<file path="config.mk">
export PLATFORM = sky130hd
export DESIGN_NAME = spi_rdid_responder
export DESIGN_NICKNAME = d
export VERILOG_FILES = /design/src/rtl/spi_rdid_responder.sv
export SDC_FILE = /design/constraint.sdc
export NUM_CORES = 1
export LEC_CHECK = 0
export CAP_MARGIN = 20
export CORE_UTILIZATION = 54
export CTS_BUF_LIST = sky130_fd_sc_hd__clkbuf_16
export DETAILED_ROUTE_END_ITERATION = 12
export DONT_BUFFER_PORTS = 1
export HOLD_SLACK_MARGIN = 0.15
export PLACE_DENSITY = 0.69
export SLEW_MARGIN = 20
export SYNTH_ARGS = -nofsm -noshare
export SYNTH_HDL_FRONTEND = slang
export SYNTH_SLANG_ARGS = --single-unit
</file>
<file path="constraint.sdc">
create_clock -name clk -period 4.85 [get_ports clk]
set_input_delay 0.2425 -clock clk [delete_from_list [all_inputs] [get_ports clk]]
set_output_delay 0.2425 -clock clk [all_outputs]
set_load 0.01 [all_outputs]
</file>
<file path="src/rtl/spi_rdid_responder.sv">
// SPI mode-0 target that answers the JEDEC Read-ID opcode with a fixed 24-bit ID.
// Latency: pin edges act 2-3 clk later (2-flop sync + edge detect, registered outputs).
// Backpressure: none; the SPI master sets the pace, and SCK high/low must each last >= 4 clk.
module spi_rdid_responder #(
  parameter logic [7:0] RDID_OPCODE     = 8'h9F,
  parameter logic [7:0] MANUFACTURE_ID  = 8'hEF,
  parameter logic [7:0] MEMORY_TYPE     = 8'h40,
  parameter logic [7:0] MEMORY_CAPACITY = 8'h18
) (
  input  logic       clk,
  input  logic       reset_n,
  input  logic       spi_clk,
  input  logic       spi_cs_n,
  input  logic       spi_mosi,
  output logic       spi_miso,
  output logic       spi_miso_oe,
  output logic [7:0] cmd_byte,
  output logic       cmd_valid,
  output logic       rdid_done,
  output logic       frame_abort
);

  typedef enum logic [2:0] {
    ST_IDLE,
    ST_CMD,
    ST_RESP,
    ST_IGNORE,
    ST_DONE
  } state_t;

  // Bit 0 = sync stage 1, bit 1 = stage 2, bit 2 = history flop for edge detection.
  logic [2:0]  sck_q, sck_d;
  logic [2:0]  cs_q, cs_d;
  logic [1:0]  mosi_q, mosi_d;

  state_t      state_q, state_d;
  logic [3:0]  bit_cnt_q, bit_cnt_d;
  logic [4:0]  out_cnt_q, out_cnt_d;
  logic [7:0]  shift_in_q, shift_in_d;
  logic [23:0] id_shift_q, id_shift_d;
  logic        miso_q, miso_d;
  logic        oe_q, oe_d;
  logic [7:0]  cmd_byte_q, cmd_byte_d;
  logic        cmd_valid_q, cmd_valid_d;
  logic        rdid_done_q, rdid_done_d;
  logic        frame_abort_q, frame_abort_d;

  logic        sck_rise, sck_fall, cs_rise, cs_fall;
  logic [7:0]  byte_next;

  assign sck_rise  = sck_q[1] & ~sck_q[2];
  assign sck_fall  = ~sck_q[1] & sck_q[2];
  assign cs_rise   = cs_q[1] & ~cs_q[2];
  assign cs_fall   = ~cs_q[1] & cs_q[2];
  assign byte_next = {shift_in_q[6:0], mosi_q[1]};

  // Next-state logic: synchronizers, frame FSM, shift registers and one-clk pulses.
  always_comb begin
    sck_d         = {sck_q[1:0], spi_clk};
    cs_d          = {cs_q[1:0], spi_cs_n};
    mosi_d        = {mosi_q[0], spi_mosi};
    state_d       = state_q;
    bit_cnt_d     = bit_cnt_q;
    out_cnt_d     = out_cnt_q;
    shift_in_d    = shift_in_q;
    id_shift_d    = id_shift_q;
    miso_d        = miso_q;
    oe_d          = oe_q;
    cmd_byte_d    = cmd_byte_q;
    cmd_valid_d   = 1'b0;
    rdid_done_d   = 1'b0;
    frame_abort_d = 1'b0;

    if (cs_rise) begin
      // Deselect wins over any SCK edge seen in the same cycle.
      if (state_q != ST_IDLE) begin
        frame_abort_d = (state_q == ST_RESP) ||
                        ((state_q == ST_CMD) && (bit_cnt_q != 4'd0));
        state_d       = ST_IDLE;
        miso_d        = 1'b0;
        oe_d          = 1'b0;
      end
    end else if (cs_fall) begin
      // Every new frame starts from scratch; only cmd_byte survives.
      state_d    = ST_CMD;
      bit_cnt_d  = 4'd0;
      out_cnt_d  = 5'd0;
      shift_in_d = 8'h00;
      id_shift_d = 24'h0;
      miso_d     = 1'b0;
      oe_d       = 1'b1;
    end else begin
      case (state_q)
        ST_CMD: begin
          if (sck_rise) begin
            shift_in_d = byte_next;
            if (bit_cnt_q != 4'hF) bit_cnt_d = bit_cnt_q + 4'd1;
            if (bit_cnt_q == 4'd7) begin
              cmd_byte_d  = byte_next;
              cmd_valid_d = 1'b1;
              if (byte_next == RDID_OPCODE) begin
                state_d    = ST_RESP;
                id_shift_d = {MANUFACTURE_ID, MEMORY_TYPE, MEMORY_CAPACITY};
                out_cnt_d  = 5'd0;
              end else begin
                state_d = ST_IGNORE;
              end
            end
          end
        end
        ST_RESP: begin
          // Launch on fall so the bit is stable before the master samples on rise.
          if (sck_fall) begin
            miso_d     = id_shift_q[23];
            id_shift_d = {id_shift_q[22:0], 1'b0};
          end
          if (sck_rise) begin
            if (out_cnt_q != 5'd31) out_cnt_d = out_cnt_q + 5'd1;
            if (out_cnt_q == 5'd23) begin
              rdid_done_d = 1'b1;
              state_d     = ST_DONE;
              miso_d      = 1'b0;
            end
          end
        end
        ST_IGNORE, ST_DONE: begin
          miso_d = 1'b0;
          oe_d   = 1'b1;
        end
        default: begin
          oe_d = 1'b0;
        end
      endcase
    end
  end

  // State register with synchronous active-low reset to idle pin levels.
  always_ff @(posedge clk) begin
    if (!reset_n) begin
      sck_q         <= 3'b000;
      cs_q          <= 3'b111;
      mosi_q        <= 2'b00;
      state_q       <= ST_IDLE;
      bit_cnt_q     <= 4'd0;
      out_cnt_q     <= 5'd0;
      shift_in_q    <= 8'h00;
      id_shift_q    <= 24'h0;
      miso_q        <= 1'b0;
      oe_q          <= 1'b0;
      cmd_byte_q    <= 8'h00;
      cmd_valid_q   <= 1'b0;
      rdid_done_q   <= 1'b0;
      frame_abort_q <= 1'b0;
    end else begin
      sck_q         <= sck_d;
      cs_q          <= cs_d;
      mosi_q        <= mosi_d;
      state_q       <= state_d;
      bit_cnt_q     <= bit_cnt_d;
      out_cnt_q     <= out_cnt_d;
      shift_in_q    <= shift_in_d;
      id_shift_q    <= id_shift_d;
      miso_q        <= miso_d;
      oe_q          <= oe_d;
      cmd_byte_q    <= cmd_byte_d;
      cmd_valid_q   <= cmd_valid_d;
      rdid_done_q   <= rdid_done_d;
      frame_abort_q <= frame_abort_d;
    end
  end

  assign spi_miso    = miso_q;
  assign spi_miso_oe = oe_q;
  assign cmd_byte    = cmd_byte_q;
  assign cmd_valid   = cmd_valid_q;
  assign rdid_done   = rdid_done_q;
  assign frame_abort = frame_abort_q;

endmodule

</file>
==> summary.md <==
The run finished with clean final reports. The fraction of final layout cells sized beyond drive strength 1 came out at 9.66%. The worst stage delay on the critical path is 940 ps, and the first-pass iteration count of the detailed router is 4. Endpoint type of the worst setup path: a flop. STA classifies the critical path startpoint as a flop. Among all flip-flop cells after synthesis, the most frequent one is dfxtp_1.

Yosys attributes the largest share of cell area to dfxtp_1 43%, mux2i_1 12%, nand2_1 4.5%. Entering global routing, the biggest net connects 87 pins. After clock tree synthesis, the clock-pin slew on the worst setup and hold paths is 50 ps. The floorplan step set the die height to 74.1 µm.

Measured against the total synthesized area, the mux share comes to 12.2%. The clock drives 61 sinks. Setup repair after global routing left no endpoint under its margin. In the synthesized netlist, the cells that appear most often are 61 x dfxtp_1, 34 x nand2_1, 33 x mux2i_1, 20 x nand3_1, 17 x nor2b_1. The relative slew slack was 30.8%.

Counting I/O delays and the setup requirement, the final critical path takes 2420 ps. The logs give 2.24 mm for the total met2 wirelength after detailed routing and 304 for the synthesized netlist net count. Max-capacitance violation count: 0. The logs give 1772 for the number of global-route vias before repair and 0.000229 V for the worst voltage drop across the vdd grid. In this run, synthesis inferred 0 flip-flops with an integrated enable. The sequential fraction of the synthesis area was 43.5%; the highest net fanout along the worst path was 16. Net switching is 21.9% of the power. Cell internal power was estimated by the tool at 0.000945 W. Across every metal layer, demand over resource in global routing totals 21.1%. Initial antenna violation count: 0. Wires add up to 5.08 mm. Derived from the worst setup path, the maximum achievable clock frequency is 0.413 GHz. 0 antenna diodes ended up in the layout. Synthesis instantiated 51 different standard cells from the library.

In the final routing, the length of wire on met1 measures 2.58 mm. During placement, the flow inserted port buffers numbering 0. The top layer used by detailed routing is met4. Between clock sinks in the finished design, the worst skew comes to 6.46 ps. After detailed routing, the number of remaining DRC violations is 0. The cell family contributing the most delay on the critical path is compound AO/OA/AOI/OAI gates. Quantity of gates resized following cts: 0. The synthesized design spends more area on one cell type than any other, namely dfxtp_1. Summing every instance area after synthesis gives 2810 µm². The ratio of total power to cell area works out to 386 nW/µm². The total of warnings raised by yosys is 0, and the setup slack on the worst flop-to-flop path is 2430 ps. The most critical setup path has its startpoint at state_q[1]$_SDFFE_PN0P_.

The floorplan step defined a die boundary enclosing 5490 µm². In this run the mean area of a mapped cell was 9.58 µm². The design draws 0.00121 W.

Of the total synthesized cell area, the portion taken by XOR and XNOR cells is 0%. In the synthesized netlist, the number of instances is 293. The combinational family with the most area after synthesis is simple AND/OR/NAND/NOR gates.

The tools report the post-CTS setup buffer count as 0. The cell leakage power came out at 1.12 nW. Dividing the detail-routed wire length by the instance count gives 14.2 µm. Clock tree synthesis inserted a total of 9 buffers. Start point of the worst min-delay path: reset_n. Compared with the post-synthesis result, the final layout area differs by 11.7%. The leading cell type by number of instances after synthesis is dfxtp_1. Final hold violation count: 0.

At the pin with the least slew margin, the transition time is 1040 ps. The worst hold path belongs to the class in -> reg. The total of flip-flops plus latches after synthesis came out at 61.

The floorplan has 25 rows. Clock latency on the worst-skew pair, taken at its later pin, is 320 ps. The number of nets with antenna violations after detailed routing came out at 0.

The required time of the critical path is 5090 ps, and the via-per-instance ratio is 5.62. The congestion estimate from routability-driven global placement came to 0.812. The synthesized netlist devotes 24.5% of its cell area to simple gates.

For this block, the initial DRC count from the detailed router was 121. The final layout contains 299 nets. The startpoint identified for the worst register-to-register timing path is state_q[1]$_SDFFE_PN0P_. The clock network accounts for 48.0% of the total power. The sum of buffers and inverters on the critical path came out at 0.

The vias after detailed routing was 2006. Traced cell by cell, the critical path runs through nor3b_2 -> nor2_1 -> a221oi_4 -> mux2i_1. In the detailed route, the total length drawn on met3 is 189 µm. Final number of max-transition violations: 0. After synthesis, the share of flip-flops with an asynchronous set or reset is 0%. The worst setup path is of the reg -> reg kind.

The final total negative setup slack is 0 ps, and the post-DP HPWL is 3.15 mm. The tree is rooted in a clkbuf_16. The core area is 4850 µm².

Setup violations remaining at the end of the flow were counted as 0. The starting density of the core is 57.9%, and the share of power burned in registers is 43.9%. The wire length of the first global-routing pass is 8.70 mm.

The net switching power of the design is 0.000265 W. The synthesized-area fraction occupied by adder cells came out at 2.67%. The number of buffers inserted for hold repair after clock tree synthesis was 4. Measured along the x axis, the die boundary spans 74.1 µm. The worst-case clock buffer depth was 2. The area share of the largest cell type after synthesis was 43.5%; the share of the clock period used by the worst path was 49.9%. 18 I/O pins were placed. TritonCTS built the clock tree.

After global routing the overflow that remains totals 0. Combinational logic burns 8.1% of the power. The run gives 3 as the count of H-tree levels built during CTS. Summing the areas of all compound-gate instances in the mapped netlist gives 12.9% of the synthesized area. For the worst setup path, the data arrival time is 2670 ps. The master of the slowest instance on the critical path is a221oi_4.
tightest hold or removal path: cells and delay by family:
kind               cells  cell delay [ps]
AOI/OAI and AO/OA      2              150
and+or+nand+nor        1               70
final timing paths:
check	end	cells past startpoint
setup reg to reg	id_shift_q[7]$_SDFFE_PN0P_	4
setup / recovery	id_shift_q[7]$_SDFFE_PN0P_	4
hold / removal	out_cnt_q[3]$_SDFFE_PN0P_	3
hold reg to reg	cs_q[1]$_SDFF_PN1_	1
sequential cells by signal, summed over array words and instances (netlist names):
| register | cells |
|---|---|
| id_shift_q | 21 |
| cmd_byte | 8 |
| shift_in_q | 7 |
| out_cnt_q | 5 |
| bit_cnt_q | 4 |
| cs_q | 3 |
| sck_q | 3 |
| state_q | 3 |
| mosi_q | 2 |
| cmd_valid | 1 |
| frame_abort | 1 |
| rdid_done | 1 |
| spi_miso | 1 |
| spi_miso_oe | 1 |
per-stage QoR:
| stage | setup WS [ps] | util (%) | cell area, µm² | hold slack (ps) | instances |
|---|---|---|---|---|---|
| 2_1_floorplan | 2950 | - | 2810 | 344 | 293 |
| 3_3_place_gp | 2510 | 58.0 | 2810 | 319 | 340 |
| 3_5_place_dp | 2460 | 58.0 | 2810 | 326 | 340 |
| 4_1_cts | 2430 | 64.7 | 3140 | 174 | 357 |
| 5_1_grt | 2240 | 64.7 | 3140 | 188 | 357 |
| 6_report | 2430 | 64.7 | 3140 | 182 | 357 |
logic make-up after synthesis:
logic type,Yosys count
simple gates,117
flops,61
buf+inv,28
compound gates,47
mux,34
fa+ha+maj,6
layout make-up:
class	count	area (µm²)
multi-input combinational	204	1470
sequential	61	1220
tap	67	83.8
clock buffer	9	225
inverter	7	26.3
fill	385	1710
clock inverter	4	42.5
timing repair buffer	5	65.1
layout by cell type, fill, tap and decap left out, drive strengths merged, types with 2 or more instances in the layout:
master	instances
a221oi	2
mux2i	33
nand2	34
dlygate4sd3	3
nand4	3
and4b	2
a21boi	4
nor3b	4
o211ai	11
a21oi	3
nand4b	2
o22ai	3
a22oi	8
clkbuf	9
nor4b	2
and2	5
nor2b	17
nor2	4
or3	3
nand3	20
ha	6
buf	2
and3	2
nand2b	6
or3b	5
o21ai	6
clkinv	3
nand3b	2
and4	2
inv	7
dfxtp	61
per-layer routing:
layer	vias up	global-route usage, %
met2	23	29.8
met1	932	29.5
li1	1045	-
met5	-	0
met4	0	10.9
met3	6	5.69
power groups by stage:
stage / combinational, W / clock [W] / sequential (W)
floorplan: 0.0000859 / 0 / 0.000535
global placement: 0.0000842 / 0 / 0.000540
detailed placement: 0.0000845 / 0 / 0.000540
CTS: 0.0000979 / 0.000594 / 0.000531
global route: 0.000107 / 0.000618 / 0.000533
finish: 0.0000979 / 0.000581 / 0.000531
Note: power is estimated with default switching activity, not from simulation.
